===== config.mk =====
export PLATFORM = sky130hd
export DESIGN_NAME = ldd_wdis_seq
export DESIGN_NICKNAME = d
export VERILOG_FILES = /design/src/rtl/ldd_wdis_seq_pkg.sv /design/src/rtl/ldd_wdis_seq_ch_guard.sv /design/src/rtl/ldd_wdis_seq.sv
export SDC_FILE = /design/constraint.sdc
export NUM_CORES = 1
export LEC_CHECK = 0
export CAP_MARGIN = 20
export CORE_MARGIN = 10
export CORE_UTILIZATION = 39
export DETAILED_ROUTE_END_ITERATION = 6
export DONT_BUFFER_PORTS = 1
export PLACE_DENSITY_LB_ADDON = 0.25
export SETUP_SLACK_MARGIN = 0.5
export SYNTH_ARGS = -nofsm -noshare
export SYNTH_HDL_FRONTEND = slang
export SYNTH_SLANG_ARGS = --single-unit

===== constraint.sdc =====
create_clock -name clk200_i -period 2.24 [get_ports clk200_i]
set_clock_uncertainty 0.05 [all_clocks]
set_input_delay 0.336 -clock clk200_i [delete_from_list [all_inputs] [get_ports clk200_i]]
set_output_delay 0.336 -clock clk200_i [all_outputs]
set_load 0.01 [all_outputs]

===== src/rtl/ldd_wdis_seq_pkg.sv =====
`default_nettype none
// +--------------------------------------------------------------------------+
// | Module   : ldd_wdis_seq_pkg                                              |
// | Purpose  : Definitions shared by the LDD write-disable blocks: channel    |
// |            state encoding, default timing values, and the counter-width  |
// |            helper.                                                       |
// | Ports    : none (package)                                                |
// | Revision : 1.0 - initial parametrised release                            |
// +--------------------------------------------------------------------------+
package ldd_wdis_seq_pkg;

  // Per-channel guard states.
  typedef enum logic {
    ST_OFF = 1'b0,
    ST_ON  = 1'b1
  } ch_state_e;

  // Default timing, shared with the other LDD blocks.
  localparam int DEF_MIN_ON    = 4;
  localparam int DEF_MIN_OFF   = 3;
  localparam int DEF_BLANK_CYC = 8;

  // Width needed to hold the largest timing value; never below 1 bit.
  function automatic int cnt_width(input int a, input int b, input int c);
    int m;
    int w;
    m = a;
    if (b > m) m = b;
    if (c > m) m = c;
    w = $clog2(m + 1);
    return (w < 1) ? 1 : w;
  endfunction

endpackage
`default_nettype wire


===== src/rtl/ldd_wdis_seq_ch_guard.sv =====
`default_nettype none
// +--------------------------------------------------------------------------+
// | Module   : ldd_ch_guard                                                  |
// | Purpose  : One LDD channel: OFF/ON state machine enforcing minimum       |
// |            on-time and off-time, immediate kill / forced-off, and the    |
// |            sticky short-pulse flag.                                      |
// | Ports    : clk_i, rst_ni    - clock, async active-low reset              |
// |            req_i            - write request (already source-selected)    |
// |            kill_i           - fault kill, forces OFF                     |
// |            force_off_i      - source-switch force, forces OFF            |
// |            hold_off_i       - blank window active, blocks turn-on        |
// |            clr_short_i      - clears short_flag_o (a new set wins)       |
// |            en_o / en_d_o    - current / next enable state                |
// |            short_flag_o     - ON pulse was cut before MIN_ON             |
// | Revision : 1.0 - initial parametrised release                            |
// +--------------------------------------------------------------------------+
module ldd_ch_guard
  import ldd_wdis_seq_pkg::*;
#(
  parameter int MIN_ON  = DEF_MIN_ON,
  parameter int MIN_OFF = DEF_MIN_OFF,
  parameter int CW      = cnt_width(DEF_MIN_ON, DEF_MIN_OFF, 0)
) (
  input  logic clk_i,
  input  logic rst_ni,
  input  logic req_i,
  input  logic kill_i,
  input  logic force_off_i,
  input  logic hold_off_i,
  input  logic clr_short_i,
  output logic en_o,
  output logic en_d_o,
  output logic short_flag_o
);

  localparam logic [CW-1:0] ON_MAX  = CW'(MIN_ON);
  localparam logic [CW-1:0] OFF_MAX = CW'(MIN_OFF);

  ch_state_e     state_q, state_d;
  logic [CW-1:0] on_cnt_q, on_cnt_d;
  logic [CW-1:0] off_cnt_q, off_cnt_d;
  logic          short_q, short_d;
  logic          short_set;
  logic [CW-1:0] on_inc;
  logic [CW-1:0] off_inc;
  logic          force_off;

  // The incremented value counts the current cycle, so comparing it against
  // the minimum gives "cycles spent in this state including this one".
  assign on_inc    = (on_cnt_q  >= ON_MAX)  ? ON_MAX  : on_cnt_q  + CW'(1);
  assign off_inc   = (off_cnt_q >= OFF_MAX) ? OFF_MAX : off_cnt_q + CW'(1);
  assign force_off = kill_i | force_off_i;

  always_ff @(posedge clk_i or negedge rst_ni) begin
    if (!rst_ni) begin
      state_q   <= ST_OFF;
      on_cnt_q  <= '0;
      off_cnt_q <= OFF_MAX;  // saturated: may enable right after reset
      short_q   <= 1'b0;
    end else begin
      state_q   <= state_d;
      on_cnt_q  <= on_cnt_d;
      off_cnt_q <= off_cnt_d;
      short_q   <= short_d;
    end
  end

  always_comb begin
    state_d   = state_q;
    on_cnt_d  = on_cnt_q;
    off_cnt_d = off_cnt_q;
    short_set = 1'b0;
    case (state_q)
      ST_OFF: begin
        if (force_off) begin
          // Held off: the off-time restarts once the kill/force releases.
          off_cnt_d = '0;
        end else begin
          off_cnt_d = off_inc;
          if (req_i && (off_inc >= OFF_MAX) && !hold_off_i) begin
            state_d  = ST_ON;
            on_cnt_d = '0;
          end
        end
      end
      ST_ON: begin
        if (force_off) begin
          state_d   = ST_OFF;
          off_cnt_d = '0;
          short_set = (on_inc < ON_MAX);
        end else begin
          on_cnt_d = on_inc;
          if (!req_i && (on_inc >= ON_MAX)) begin
            state_d   = ST_OFF;
            off_cnt_d = '0;
          end
        end
      end
      default: state_d = ST_OFF;
    endcase
    // Set has priority over a same-cycle clear.
    short_d = (short_q & ~clr_short_i) | short_set;
  end

  assign en_o         = (state_q == ST_ON);
  assign en_d_o       = (state_d == ST_ON);
  assign short_flag_o = short_q;

endmodule
`default_nettype wire


===== src/rtl/ldd_wdis_seq.sv =====
`default_nettype none
// +--------------------------------------------------------------------------+
// | Module   : ldd_wdis_seq                                                  |
// | Purpose  : LDD write-disable output stage. Selects per-channel write     |
// |            requests from the capture or communication source, applies   |
// |            per-channel minimum on/off times, blanks all channels after   |
// |            a source switch, and drives polarity-configurable enables.    |
// | Ports    : clk200_i       - 200 MHz system clock                         |
// |            rst_ni         - async active-low reset                       |
// |            cap_mode_i     - 1 = capture source, 0 = communication        |
// |            cap_wdis_i     - capture write-disable (request = ~wdis)      |
// |            com_wdis_i     - communication write-disable                  |
// |            kill_i         - per-channel fault kill                       |
// |            clr_short_i    - clears short_flag_o                          |
// |            ldd_en_o       - true enable per channel                      |
// |            ldd_out_o      - pad-side drive (inverted if OUT_ACT_LOW)     |
// |            blanking_o     - blank window active                          |
// |            short_flag_o   - sticky short-pulse flags                     |
// | Revision : 1.0 - initial parametrised release                            |
// +--------------------------------------------------------------------------+
module ldd_wdis_seq
  import ldd_wdis_seq_pkg::*;
#(
  parameter int CH          = 3,
  parameter int MIN_ON      = DEF_MIN_ON,
  parameter int MIN_OFF     = DEF_MIN_OFF,
  parameter int BLANK_CYC   = DEF_BLANK_CYC,
  parameter bit OUT_ACT_LOW = 1'b1
) (
  input  logic          clk200_i,
  input  logic          rst_ni,
  input  logic          cap_mode_i,
  input  logic [CH-1:0] cap_wdis_i,
  input  logic [CH-1:0] com_wdis_i,
  input  logic [CH-1:0] kill_i,
  input  logic          clr_short_i,
  output logic [CH-1:0] ldd_en_o,
  output logic [CH-1:0] ldd_out_o,
  output logic          blanking_o,
  output logic [CH-1:0] short_flag_o
);

  localparam int            CW      = cnt_width(MIN_ON, MIN_OFF, BLANK_CYC);
  localparam logic [CH-1:0] OUT_POL = {CH{OUT_ACT_LOW}};

  logic          init_q;
  logic          mode_q;
  logic [CW-1:0] blank_cnt_q, blank_cnt_d;
  logic [CH-1:0] out_q;
  logic          switch_ev;
  logic          blank_active;
  logic [CH-1:0] req;
  logic [CH-1:0] en_d;

  // The first edge after reset only captures the mode; it is not a switch.
  assign switch_ev    = !init_q && (cap_mode_i != mode_q);
  assign blank_active = (blank_cnt_q != '0);
  assign req          = cap_mode_i ? ~cap_wdis_i : ~com_wdis_i;

  always_comb begin
    blank_cnt_d = blank_cnt_q;
    if (switch_ev) begin
      blank_cnt_d = CW'(BLANK_CYC);
    end else if (blank_active) begin
      blank_cnt_d = blank_cnt_q - CW'(1);
    end
  end

  always_ff @(posedge clk200_i or negedge rst_ni) begin
    if (!rst_ni) begin
      init_q      <= 1'b1;
      mode_q      <= 1'b0;
      blank_cnt_q <= '0;
      out_q       <= OUT_POL;
    end else begin
      init_q      <= 1'b0;
      mode_q      <= cap_mode_i;
      blank_cnt_q <= blank_cnt_d;
      // Pad drive is taken from the next-state enable so it lands on the
      // same edge as ldd_en_o.
      out_q       <= en_d ^ OUT_POL;
    end
  end

  for (genvar i = 0; i < CH; i++) begin : g_ch
    ldd_ch_guard #(
      .MIN_ON  (MIN_ON),
      .MIN_OFF (MIN_OFF),
      .CW      (CW)
    ) u_guard (
      .clk_i        (clk200_i),
      .rst_ni       (rst_ni),
      .req_i        (req[i]),
      .kill_i       (kill_i[i]),
      .force_off_i  (switch_ev),
      .hold_off_i   (blank_active),
      .clr_short_i  (clr_short_i),
      .en_o         (ldd_en_o[i]),
      .en_d_o       (en_d[i]),
      .short_flag_o (short_flag_o[i])
    );
  end

  assign ldd_out_o  = out_q;
  assign blanking_o = blank_active;

endmodule
`default_nettype wire


==> impl_metrics.toml, run 1 <==
[logic_synthesis]
syn_area_sq_um = 1930
synth_area_leaders = "sky130_fd_sc_hd__dfrtp_1 38%, sky130_fd_sc_hd__dfstp_2 14%, sky130_fd_sc_hd__ha_1 4.5%, sky130_fd_sc_hd__and2_1 3.2%, sky130_fd_sc_hd__a211oi_4 3.1%"
number_of_nets_in_the_synthesized_netlist = 188
synth_async_sr_flop_share = 1.00
synth_cells = 168
synth_top_area_share = 0.376
ys.flop_type = "sky130_fd_sc_hd__dfrtp_1"
synth_largest_area_cell = "sky130_fd_sc_hd__dfrtp_1"
synth.most_common_cell = "sky130_fd_sc_hd__dfrtp_1"
synth_enable_flop_cells = 0
ranking_of_synthesized_cells_by_instance_count = "29 x sky130_fd_sc_hd__dfrtp_1, 13 x sky130_fd_sc_hd__nor2_1, 10 x sky130_fd_sc_hd__and2_1, 10 x sky130_fd_sc_hd__dfstp_2, 9 x sky130_fd_sc_hd__a21oi_1"
synthesis.yosys.warnings = 0
mean_area_per_synthesized_cell_sq_um = 11.5
synth_seq_cells = 39
synth_seq_area_share = 0.512
synth_cell_type_count = 44

[finish]
final_cell_area_sq_um = 2170
antenna_cells_inserted = 0
num-nets-final = 198
fill_cells = 462
drive_above_1_share = 0.285
area.sequential_sq_um = 988
flow.area_growth_from_synthesis_pct = 12.6
multi_input_comb_area_sq_um = 865

[routing]
drc_violation_count_after_routing = 0
routed_wire_length_mm = 3.83
drt_first_pass_iters = 4
first_iter_violations = 55
via_per_inst = 5.23
vias = 1287
wl_per_cell_um = 15.6
ant_nets = 0

[worst_hold_path]
min_path_type = "input pin to flop"
min_from = "cap_mode_i"

[grt]
number_of_antenna_violations_at_the_first_check_in_global_routing = 0
grt_start_max_net_pins = 40
gr-total-overflow = 0
gr-usage-all-layers = 0.0987
grt_first_pass_wirelength_mm = 6.68
first_global_vias = 1353

[floorplan]
io-pin-count = 23
core_area_sq_um = 4750
die_w_um = 90.4
floorplan.die_area_sq_um = 8170
placement_rows = 25
dieHeight_um = 90.4
initial_standard_cell_utilization_of_the_core = 0.406

[setup_path]
worst_ep_required_time_ns = 1.85
r2r_start = "blank_cnt_q[1]"
critical_path_class = "flop to output port"
critPathArrivalTime_ns = 1.52
ff2ff_setup_slack_ns = 0.36
worst-path-max-fanout = 6
worstSetupEndpointType = "output port"
worstSetupStartpoint = "blank_cnt_q[1]"
cp_cell_sequence = "inv_1 > ha_2 > or3b_4 > buf_6"
crit_slowest_cell = "sky130_fd_sc_hd__or3b_4"
crit_path_start_kind = "flop"
critPathMaxStageDelay_ns = 0.46

[timing]
tightestPinTransition_ns = 0.565
drv_slew = 0
layout_setup_ws_ns = 0.339
final_hold_viol_count = 0
grt_setup_unrepaired = "yes"
fin_crit_ns = 1.90
max_freq_mhz = 526
finalSetupViolCount = 0
totalNegativeSetupSlack_ns = 0
final_min_period_over_clock_period = 0.849
slew_headroom = 0.620

[power_and_ir_drop]
p_int_uw = 1340
vdd_ir_drop_max_v = 0.000347
power_uw = 1870
clock_power_share = 0.256
net_sw_frac = 0.288
power_frac_comb = 0.266
power.net_switching_uw = 540
power.sequential.fraction = 0.478
power.leakage_uw = 0.000959
power_per_cell_area_nw_per_um2 = 862

[outcome]
outcome = "completed"

[place]
number_of_port_buffers = 0
hpwlAfterDp_mm = 2.74
pre_cts_slack_ns = 0.202
globalplace.congestion = 0.872
dpl_cell_area_sq_um = 1960

[clock_tree]
clock_tree.root_cell = "sky130_fd_sc_hd__clkbuf_8"
cts-htree-levels = 2
cts_tree = "yes"
max_buffers_root_to_sink = 2
clk_latency_ns = 0.29
clock-sinks = 39
tritoncts.num_buffers = 5
clk_pin_slew_worst_paths_ns = 0.07

[flow_run]
drv.max_cap_violation_count = 0
layer usage:
layer	GRT usage	wire (um)	vias up	part of all wire
li1	-	-	613	-
met1	0.114	1680	638	0.44
met2	0.153	1820	28	0.48
met3	0.0466	251	8	0.065
met4	0.0424	80	0	0.021
met5	0	0	-	0
state kept, by name, summed over array words and instances, names as in the netlist:
name / count
g_ch.u_guard.off_cnt_q: 12
ldd_out_o: 3
g_ch.u_guard.short_flag_o: 3
init_q: 1
g_ch.u_guard.on_cnt_q: 12
g_ch.u_guard.en_o: 3
mode_q: 1
blank_cnt_q: 4
critical path: cells and delay by family (launching register included):
family	cells	cell delay, ns
AND/OR/NAND/NOR	1	0.46
flip-flops	1	0.38
adder cells (fa/ha/maj)	1	0.16
buffers and inverters	2	0.22
through the flow:
step | hold slack (ns) | instances | utilization
finish | 0.0264 | 246 | 0.457
global route | 0.0164 | 246 | 0.457
CTS | 0.0165 | 242 | 0.450
detailed placement | -0.00770 | 226 | 0.412
global placement | -0.00786 | 226 | 0.412
floorplan | -0.00959 | 168 | -
final timing paths:
check,cells after the start,to
worst min-delay path,0,mode_q
min in group asynchronous,2,g_ch[1].u_guard.short_flag_o
worst min register to register,2,g_ch[0].u_guard.off_cnt_q[1]
max in group asynchronous,2,g_ch[2].u_guard.off_cnt_q[0]
worst max register to register,6,g_ch[0].u_guard.on_cnt_q[0]
worst max-delay path,4,blanking_o
power groups by stage:
| stage | logic [uW] | clock network (uW) | registers [uW] |
|---|---|---|---|
| global placement | 366 | 0 | 904 |
| finish | 499 | 480 | 896 |
| floorplan | 350 | 0 | 884 |
| global route | 557 | 526 | 911 |
| CTS | 475 | 504 | 896 |
| detailed placement | 393 | 0 | 913 |
cell families after synthesis:
kind of cell,Yosys count,synth area share
multiplexers,6,0.0408
XOR/XNOR,2,0.0130
AND/OR/NAND/NOR,47,0.133
buffers and inverters,17,0.0486
other,1,0.00194
adder cells (fa/ha/maj),7,0.0453
AO/OA/AOI/OAI,49,0.205
flip-flops,39,0.512
repair_timing:
action                                  4_1_cts  5_1_grt
resized for setup                             4        2
pin swaps                                     3        6
gates cloned                                  0        0
hold buffers                                  2        0
setup buffers                                 6        4
endpoints found under the hold margin        39        0
endpoints found under the setup margin       19       19
layout make-up:
type | instances | area share
Multi-Input combinational cell | 112 | 0.398
Tap cell | 67 | 0.0385
Clock inverter | 1 | 0.00230
Sequential cell | 39 | 0.455
Clock buffer | 7 | 0.0397
Inverter | 7 | 0.0121
Timing Repair Buffer | 13 | 0.0552
cell usage in the layout, fill, tap and decap left out, drive strengths merged, types with 7 or more instances in the layout:
master,n
ha,7
inv,7
dfrtp,29
clkbuf,7
nor2,13
a21oi,12
and2,10
buf,12
dfstp,10
(Power assumes the default switching activity.)
==> run 2: changes to the inputs <==
==> constraint.sdc (replaced) <==
create_clock -name clk200_i -period 2 [get_ports clk200_i]
set_clock_uncertainty 0.05 [all_clocks]
set_input_delay 0.3 -clock clk200_i [delete_from_list [all_inputs] [get_ports clk200_i]]
set_output_delay 0.3 -clock clk200_i [all_outputs]
set_load 0.01 [all_outputs]
==> run 2 against run 1 <==
- register-to-register slack worse by 0.21 ns
- count of clock-buffer cells in the layout is 1 lower
- sequential power grew 13%
- highest routed layer unchanged
- die area unchanged
- core utilization increased by 1.8 points
- routed wire length up 1.4%
- non-clock buffer count up 1
- critical endpoint unchanged
- cell count is 0.41% higher
- via count fell by 0.85%
==> impl_metrics.toml, run 2 (synthesized netlist as in run 1, its figures left out) <==
[place]
dpl_cell_area_sq_um = 1990
globalplace.congestion = 0.802
hpwlAfterDp_mm = 2.74
number_of_port_buffers = 0

[timing]
drv_slew = 0
hold_ws_ns = 0.0393
finalSetupViolCount = 0
fin_crit_ns = 1.86
grt_setup_unrepaired = "yes"
final_min_period_over_clock_period = 0.930
final_hold_viol_count = 0
max_freq_mhz = 537

[finish]
antenna_cells_inserted = 0
final_cell_area_sq_um = 2260
multi_input_comb_area_sq_um = 916
area.sequential_sq_um = 990
final_common_cell = "sky130_fd_sc_hd__dfrtp_1"
layout.cells.most_common_list = "28 x sky130_fd_sc_hd__dfrtp_1, 13 x sky130_fd_sc_hd__nor2_1, 10 x sky130_fd_sc_hd__and2_1, 10 x sky130_fd_sc_hd__dfstp_2, 10 x sky130_fd_sc_hd__buf_4"
flow.area_growth_from_synthesis_pct = 17.0
largestRegisters = "g_ch.u_guard.off_cnt_q x12, g_ch.u_guard.on_cnt_q x12, blank_cnt_q x4"
num-nets-final = 199
drive_above_1_share = 0.322
fill_cells = 462

[clock_tree]
clk_latency_ns = 0.29
clk_pin_slew_worst_paths_ns = 0.07
clock-sinks = 39
cts-htree-levels = 2
cts_tree = "yes"
clock_tree.root_cell = "sky130_fd_sc_hd__clkbuf_8"
max_buffers_root_to_sink = 2
tritoncts.num_buffers = 5

[power_and_ir_drop]
vdd_ir_drop_max_v = 0.000571
power.leakage_uw = 0.000963
power_uw = 2250
power_per_cell_area_nw_per_um2 = 996

[floorplan]
die_w_um = 90.4
core_area_sq_um = 4750
initial_standard_cell_utilization_of_the_core = 0.406
dieHeight_um = 90.4
floorplan.die_area_sq_um = 8170
io-pin-count = 23
placement_rows = 25

[worst_hold_path]
worstHoldEndpoint = "g_ch[0].u_guard.short_flag_o"
min_path_type = "input pin to flop"
min_from = "clr_short_i"
hold_depth = 1

[routing]
drc_violation_count_after_routing = 0
drt_first_pass_iters = 4
first_iter_violations = 92
via_per_inst = 5.17
ant_nets = 0
vias = 1276
wl_per_cell_um = 15.7
routed_wire_length_mm = 3.89

[setup_path]
critical_path_class = "flop to output port"
ff2ff_setup_slack_ns = 0.15
crit_path_start_kind = "flop"
worstSetupEndpointType = "output port"
worst-path-max-fanout = 5
worstReg2RegEnd = "g_ch[2].u_guard.on_cnt_q[0]"
worst_ep_required_time_ns = 1.65
critPathArrivalTime_ns = 1.51
worstRegToRegCells = 6
r2r_start = "blank_cnt_q[1]"

[grt]
grt_first_pass_wirelength_mm = 6.53
gr-usage-all-layers = 0.0965
number_of_antenna_violations_at_the_first_check_in_global_routing = 0
grt_start_max_net_pins = 40
gr-total-overflow = 0
first_global_vias = 1328

[flow_run]
drv.max_cap_violation_count = 0

[outcome]
outcome = "completed"
==> run 2: critical path, cell delays in order, from the launching register on <==
cell	delay [ns]
sky130_fd_sc_hd__dfrtp_1	0.39
sky130_fd_sc_hd__inv_1	0.06
sky130_fd_sc_hd__ha_2	0.16
sky130_fd_sc_hd__or3b_4	0.46
sky130_fd_sc_hd__buf_6	0.15
==> run 2: cell type report <==
type,instances,area share
inverters,7,0.0116
repair buffers,14,0.0559
multi-input cells,112,0.405
flip-flops and latches,39,0.438
well taps,67,0.0371
clock inverters,2,0.0155
clock buffers,6,0.0365
==> run 2: worst max-delay path by stage <==
stage                              start                     endpoint  slack, ns  cells past startpoint
after floorplan           blank_cnt_q[0]  g_ch[1].u_guard.on_cnt_q[0]       0.18                      7
after global placement    blank_cnt_q[0]  g_ch[2].u_guard.on_cnt_q[0]       0.05                      6
after detailed placement  blank_cnt_q[0]  g_ch[2].u_guard.on_cnt_q[0]      -0.02                      6
after CTS                 blank_cnt_q[1]                   blanking_o       0.12                      4
after global routing      blank_cnt_q[1]  g_ch[2].u_guard.on_cnt_q[0]       0.08                      6
final                     blank_cnt_q[1]                   blanking_o       0.14                      4
==> run 2: what timing repair did <==
action,in CTS,in global routing
hold endpoints to repair,40,0
pin swaps,2,2
setup buffers,4,2
hold buffers,3,0
setup endpoints to repair,24,31
gates resized for setup,8,6
==> run 2: stage by stage <==
stage | util | TNS, ns | instances | setup slack (ns)
final | 0.475 | 0 | 247 | 0.139
after floorplan | - | 0 | 168 | 0.179
after CTS | 0.465 | 0 | 245 | 0.122
after global placement | 0.418 | 0 | 230 | 0.0460
after global routing | 0.475 | 0 | 247 | 0.0779
after detailed placement | 0.418 | -0.0229 | 230 | -0.0199
==> run 2: routing by layer <==
layer | vias up | wire, um | GRT usage
li1 | 618 | - | -
met1 | 630 | 1790 | 0.121
met2 | 24 | 1830 | 0.146
met3 | 4 | 226 | 0.0407
met4 | 0 | 42 | 0.0318
met5 | - | 0 | 0
==> run 2: where the power goes <==
part           switching [uW]  internal, uW
combinational             261           315
sequential               92.7           913
clock                     265           404
